===== src/rtl/gas_code_serializer.sv =====
// ============================================================================
// Module   : gas_code_serializer
// Brief    : Serializes a 3-bit gas level code onto a single-bit line:
//            START(1), level[2:0] MSB first, optional even parity, then
//            GAP_BITS idle-low bit periods. Each element lasts BIT_CYCLES clks.
// Option   : define GAS_SER_PARITY_EN to insert the even-parity bit.
// Revision : 1.0 - initial release
// ============================================================================
`default_nettype none

module gas_code_serializer #(
  parameter int BIT_CYCLES = 1,  // clocks per serial bit (1..255)
  parameter int GAP_BITS   = 2   // idle-low bit periods after each frame (1..15)
) (
  input  logic       clk,
  input  logic       arst_n,
  input  logic [2:0] level,
  input  logic       valid,
  output logic       ready,
  output logic       dout_bit,
  output logic       busy,
  output logic       frame_done
);

  localparam logic [7:0] c_last_cycle = 8'(BIT_CYCLES - 1);
  localparam logic [3:0] c_last_gap   = 4'(GAP_BITS - 1);

  typedef enum logic [2:0] {
    ST_IDLE   = 3'd0,
    ST_START  = 3'd1,
    ST_DATA   = 3'd2,
`ifdef GAS_SER_PARITY_EN
    ST_PARITY = 3'd3,
`endif
    ST_GAP    = 3'd4
  } state_t;

  state_t     r_state, w_state_nxt;
  logic [7:0] r_cycle, w_cycle_nxt;
  logic [1:0] r_bit,   w_bit_nxt;
  logic [3:0] r_gap,   w_gap_nxt;
  logic [2:0] r_hold,  w_hold_nxt;
  logic       w_dout_nxt;
  logic       w_done_nxt;
  logic       w_wrap;

  // Last clock of the current bit period.
  assign w_wrap = (r_cycle == c_last_cycle);

  // Handshake and status are decoded straight from the state register.
  assign ready = (r_state == ST_IDLE);
  assign busy  = (r_state != ST_IDLE);

  // Next-state logic; dout_bit is precomputed so the line changes on the same
  // edge as the element it belongs to.
  always_comb begin
    w_state_nxt = r_state;
    w_cycle_nxt = r_cycle;
    w_bit_nxt   = r_bit;
    w_gap_nxt   = r_gap;
    w_hold_nxt  = r_hold;
    w_dout_nxt  = dout_bit;
    w_done_nxt  = 1'b0;

    if (r_state != ST_IDLE) begin
      w_cycle_nxt = w_wrap ? 8'd0 : r_cycle + 8'd1;
    end

    case (r_state)
      ST_IDLE: begin
        w_dout_nxt = 1'b0;
        if (valid) begin
          w_state_nxt = ST_START;
          w_hold_nxt  = level;
          w_cycle_nxt = 8'd0;
          w_bit_nxt   = 2'd0;
          w_gap_nxt   = 4'd0;
          w_dout_nxt  = 1'b1;
        end
      end

      ST_START: begin
        if (w_wrap) begin
          w_state_nxt = ST_DATA;
          w_bit_nxt   = 2'd0;
          w_dout_nxt  = r_hold[2];
        end
      end

      ST_DATA: begin
        if (w_wrap) begin
          case (r_bit)
            2'd0: begin
              w_bit_nxt  = 2'd1;
              w_dout_nxt = r_hold[1];
            end
            2'd1: begin
              w_bit_nxt  = 2'd2;
              w_dout_nxt = r_hold[0];
            end
            default: begin
              w_bit_nxt   = 2'd0;
`ifdef GAS_SER_PARITY_EN
              w_state_nxt = ST_PARITY;
              w_dout_nxt  = ^r_hold;
`else
              w_state_nxt = ST_GAP;
              w_gap_nxt   = 4'd0;
              w_dout_nxt  = 1'b0;
`endif
            end
          endcase
        end
      end

`ifdef GAS_SER_PARITY_EN
      ST_PARITY: begin
        if (w_wrap) begin
          w_state_nxt = ST_GAP;
          w_gap_nxt   = 4'd0;
          w_dout_nxt  = 1'b0;
        end
      end
`endif

      ST_GAP: begin
        w_dout_nxt = 1'b0;
        if (w_wrap) begin
          if (r_gap == c_last_gap) begin
            w_state_nxt = ST_IDLE;
            w_gap_nxt   = 4'd0;
            w_done_nxt  = 1'b1;
          end else begin
            w_gap_nxt = r_gap + 4'd1;
          end
        end
      end

      default: begin
        w_state_nxt = ST_IDLE;
        w_cycle_nxt = 8'd0;
        w_bit_nxt   = 2'd0;
        w_gap_nxt   = 4'd0;
        w_dout_nxt  = 1'b0;
      end
    endcase
  end

  // State and output registers; reset drops the line immediately.
  always_ff @(posedge clk or negedge arst_n) begin
    if (!arst_n) begin
      r_state    <= ST_IDLE;
      r_cycle    <= 8'd0;
      r_bit      <= 2'd0;
      r_gap      <= 4'd0;
      r_hold     <= 3'd0;
      dout_bit   <= 1'b0;
      frame_done <= 1'b0;
    end else begin
      r_state    <= w_state_nxt;
      r_cycle    <= w_cycle_nxt;
      r_bit      <= w_bit_nxt;
      r_gap      <= w_gap_nxt;
      r_hold     <= w_hold_nxt;
      dout_bit   <= w_dout_nxt;
      frame_done <= w_done_nxt;
    end
  end

endmodule

`default_nettype wire

===== config.mk =====
export PLATFORM = sky130hd
export DESIGN_NAME = gas_code_serializer
export DESIGN_NICKNAME = d
export VERILOG_FILES = /design/src/rtl/gas_code_serializer.sv
export SDC_FILE = /design/constraint.sdc
export NUM_CORES = 1
export LEC_CHECK = 0
export CORE_MARGIN = 2
export CORE_UTILIZATION = 34
export CTS_CLUSTER_DIAMETER = 50
export DETAILED_ROUTE_END_ITERATION = 6
export DONT_BUFFER_PORTS = 1
export SKIP_LAST_GASP = 1
export SYNTH_ARGS = -nofsm -noshare
export SYNTH_HDL_FRONTEND = slang
export SYNTH_SLANG_ARGS = --single-unit

===== constraint.sdc =====
create_clock -name clk -period 2.2 [get_ports clk]
set_input_delay 0.33 -clock clk [delete_from_list [all_inputs] [get_ports clk]]
set_output_delay 0.33 -clock clk [all_outputs]
set_load 0.02 [all_outputs]

==> results.toml <==
[sta]
finalSetupViolCount = 0
finalHoldViolCount = 0
post-route-period-util = 0.898
setup_ws_ns = 0.225
finalClockSkew_ns = 0.00250
whs_ns = 0.163
period_minus_slack_ns = 1.97
rsz0062_at_grt = "false"
worst_pin_slew_ns = 0.980
relSlewSlack = 0.344
max_freq_ghz = 0.506
timing.final.max_slew_violations = 0
fin_tns_setup_ns = 0

[critical_path]
path_class = "reg2reg"
cp-start-kind = "register"
max_stage_delay_ns = 0.47
path_cells = "inv_1 > ha_1 > nor4b_4 > a21oi_1 > o211ai_2 > mux2_2"
arrival_ns = 2.13
crit_fanout = 8
end_kind = "register"
cp_slowest_cell = "dfrtp_1"
critPathRequiredTime_ns = 2.35

[power_and_ir_drop]
p_sw_uw = 549
total_power_mw = 1.44
power_density_mw_per_mm2 = 1020
power.leakage_nw = 0.608
pwr-share-comb = 0.419
peakVddDrop_mv = 0.675
power_frac_clock = 0.204
p_int_uw = 888
switching_share = 0.382
p_seq_frac = 0.377

[cts]
cts_sinks = 22
root_buffer = "clkbuf_8"
clockBufferDepth = 2
path_clk_slew_ns = 0.08
cts_tree = "built"
cts_buffers = 3
clk_latency_ns = 0.26
postCtsSetupRepairBufs = 0
htreeDepth = 1

[yosys]
synth_edf_count = 0
synthFlopType = "dfrtp_1"
yosys_warnings = 0
ys_seq_area_frac = 0.431
ys_types = 41
avgSynthCellArea_um2 = 10.2
synth_cells = 125
async_flop_share = 1.00
synth_area_mm2 = 0.00128
ys_ff_latch = 22
synth_fp_nets = 135

[global_routing]
grt_max_degree = 23
busiest_layer = "met2"
grt_pass1_wl_um = 4570
grtUsageMet1 = 0.176
overflow = 0
grt_pass1_vias = 967
antenna_found_initial = 0
use_met3 = 0.0411
use_met2 = 0.230
grt_usage = 0.138

[routing]
vias = 944
drtIter0Drc = 32
drc = 0
wl_per_cell_um = 14.7
dr.pass1.iters = 4
vias_per_cell = 5.33
ant_nets = 0
wirelength_um = 2610

[run]
maxCapViolations = 0

[floorplanning]
die_y_um = 65.3
die_area_mm2 = 0.00426
rows = 22
ios = 10
start_util = 0.351
core_mm2 = 0.00363
die_w_um = 65.3

[final_layout]
syn_to_final_growth_pct = 10.0
layout.cells.non_filler = 177
fill_cells = 386
drive_gt1_frac = 0.209
final_nets = 140
fin_area_mm2 = 0.00140
fin_util = 0.386
antenna-diode-count = 0

[placed_design]
dp.cells = 172
post_dp_cell_area_mm2 = 0.00134
dpl_worst_slack_ns = 0.237
io_buffer_count = 0
hpwl_um = 1880
place.gp.congestion = 0.809

[worst_hold_path]
hp-class = "in2reg"

[run_status]
outcome = "finished clean"
-- cell usage after synthesis, drive strengths merged, types with 2 or more instances --
| master | n | area (um^2) |
|---|---|---|
| and3 | 2 | 13.8 |
| inv | 5 | 18.8 |
| o21ai | 5 | 25.0 |
| mux2i | 2 | 20.0 |
| ha | 4 | 50.1 |
| nand3 | 3 | 15.0 |
| nor2b | 3 | 18.8 |
| o32ai | 2 | 17.5 |
| a21oi | 12 | 60.1 |
| nor2 | 9 | 33.8 |
| o211ai | 3 | 32.5 |
| buf | 5 | 31.3 |
| dfrtp | 22 | 551 |
| o21a | 2 | 15.0 |
| nand2 | 6 | 37.5 |
| nand4 | 5 | 31.3 |
| nor3 | 4 | 25.0 |
| a31oi | 2 | 12.5 |
| xor2 | 6 | 52.6 |
| mux2 | 7 | 78.8 |
-- power groups by stage --
stage	clock, mW	sequential, mW	combinational [mW]
after floorplan	0	0.544	0.482
after global placement	0	0.546	0.582
after CTS	0.303	0.542	0.609
final	0.293	0.542	0.603
after global routing	0.315	0.555	0.676
after detailed placement	0	0.551	0.597
-- sequential cells by signal (all words and copies together) (netlist names) --
name        cells
r_cycle         8
r_gap           4
r_hold          3
r_state         3
r_bit           2
dout_bit        1
frame_done      1
-- layout make-up --
class	instances	area (um^2)	area share
Sequential cell	22	551	0.392
Multi-Input combinational cell	91	667	0.475
Tap cell	48	60.1	0.0428
Clock buffer	4	55.1	0.0392
Inverter	6	23.8	0.0169
Timing Repair Buffer	6	47.5	0.0339
-- worst max-delay path, delay by kind of cell, from the launching register on --
family	cells	cell delay [ns]
AO/OA/AOI/OAI	2	0.47
adder cells (fa/ha/maj)	1	0.14
buffers and inverters	1	0.09
flip-flops	1	0.47
multiplexers	1	0.38
AND/OR/NAND/NOR	1	0.31
-- routing by layer --
metal	up-vias	wire [um]	share of wire
met5	-	0	0
li1	460	-	-
met1	469	1240	0.48
met3	2	106	0.041
met4	0	16	0.0061
met2	13	1240	0.48
-- worst paths after layout --
kind                             from         end  slack (ns)  cells after the start
setup / recovery           r_cycle[0]    r_gap[1]        0.23                      6
hold / removal                  valid  r_cycle[1]        0.16                      1
setup reg to reg           r_cycle[0]    r_gap[1]        0.23                      6
hold reg to reg             r_hold[0]   r_hold[0]        0.51                      1
max in group asynchronous      arst_n  r_cycle[6]        0.94                      1
min in group asynchronous      arst_n  r_state[0]        0.67                      1
-- cells in the final DEF, fill, tap and decap left out, types with 2 or more instances in the layout --
cell type	synthesis	routed
dfrtp_1	22	22
xor2_1	6	6
nor2_1	9	9
o32ai_1	2	2
o211ai_2	2	2
nand2_4	2	2
a21oi_1	12	12
nand2_1	4	4
nand4_1	5	5
a31oi_1	2	2
mux2i_1	2	2
o21a_1	2	2
o21ai_0	5	5
nand3_1	3	3
clkbuf_8	0	4
buf_4	0	5
nor2b_1	3	3
ha_1	4	4
nor3_1	3	3
mux2_2	7	7
inv_1	5	5
-- cells by family after synthesis --
group | after synthesis | synth area share
AO/OA/AOI/OAI | 29 | 0.146
adder cells (fa/ha/maj) | 4 | 0.0392
XOR/XNOR | 7 | 0.0480
multiplexers | 9 | 0.0775
flip-flops | 22 | 0.431
AND/OR/NAND/NOR | 42 | 0.212
buffers and inverters | 12 | 0.0461
-- repair_timing --
item / CTS / global route
hold buffers: 1 / 0
endpoints found under the hold margin: 22 / 0
resized for setup: 0 / 0
Power figures use the tool's default switching activity.
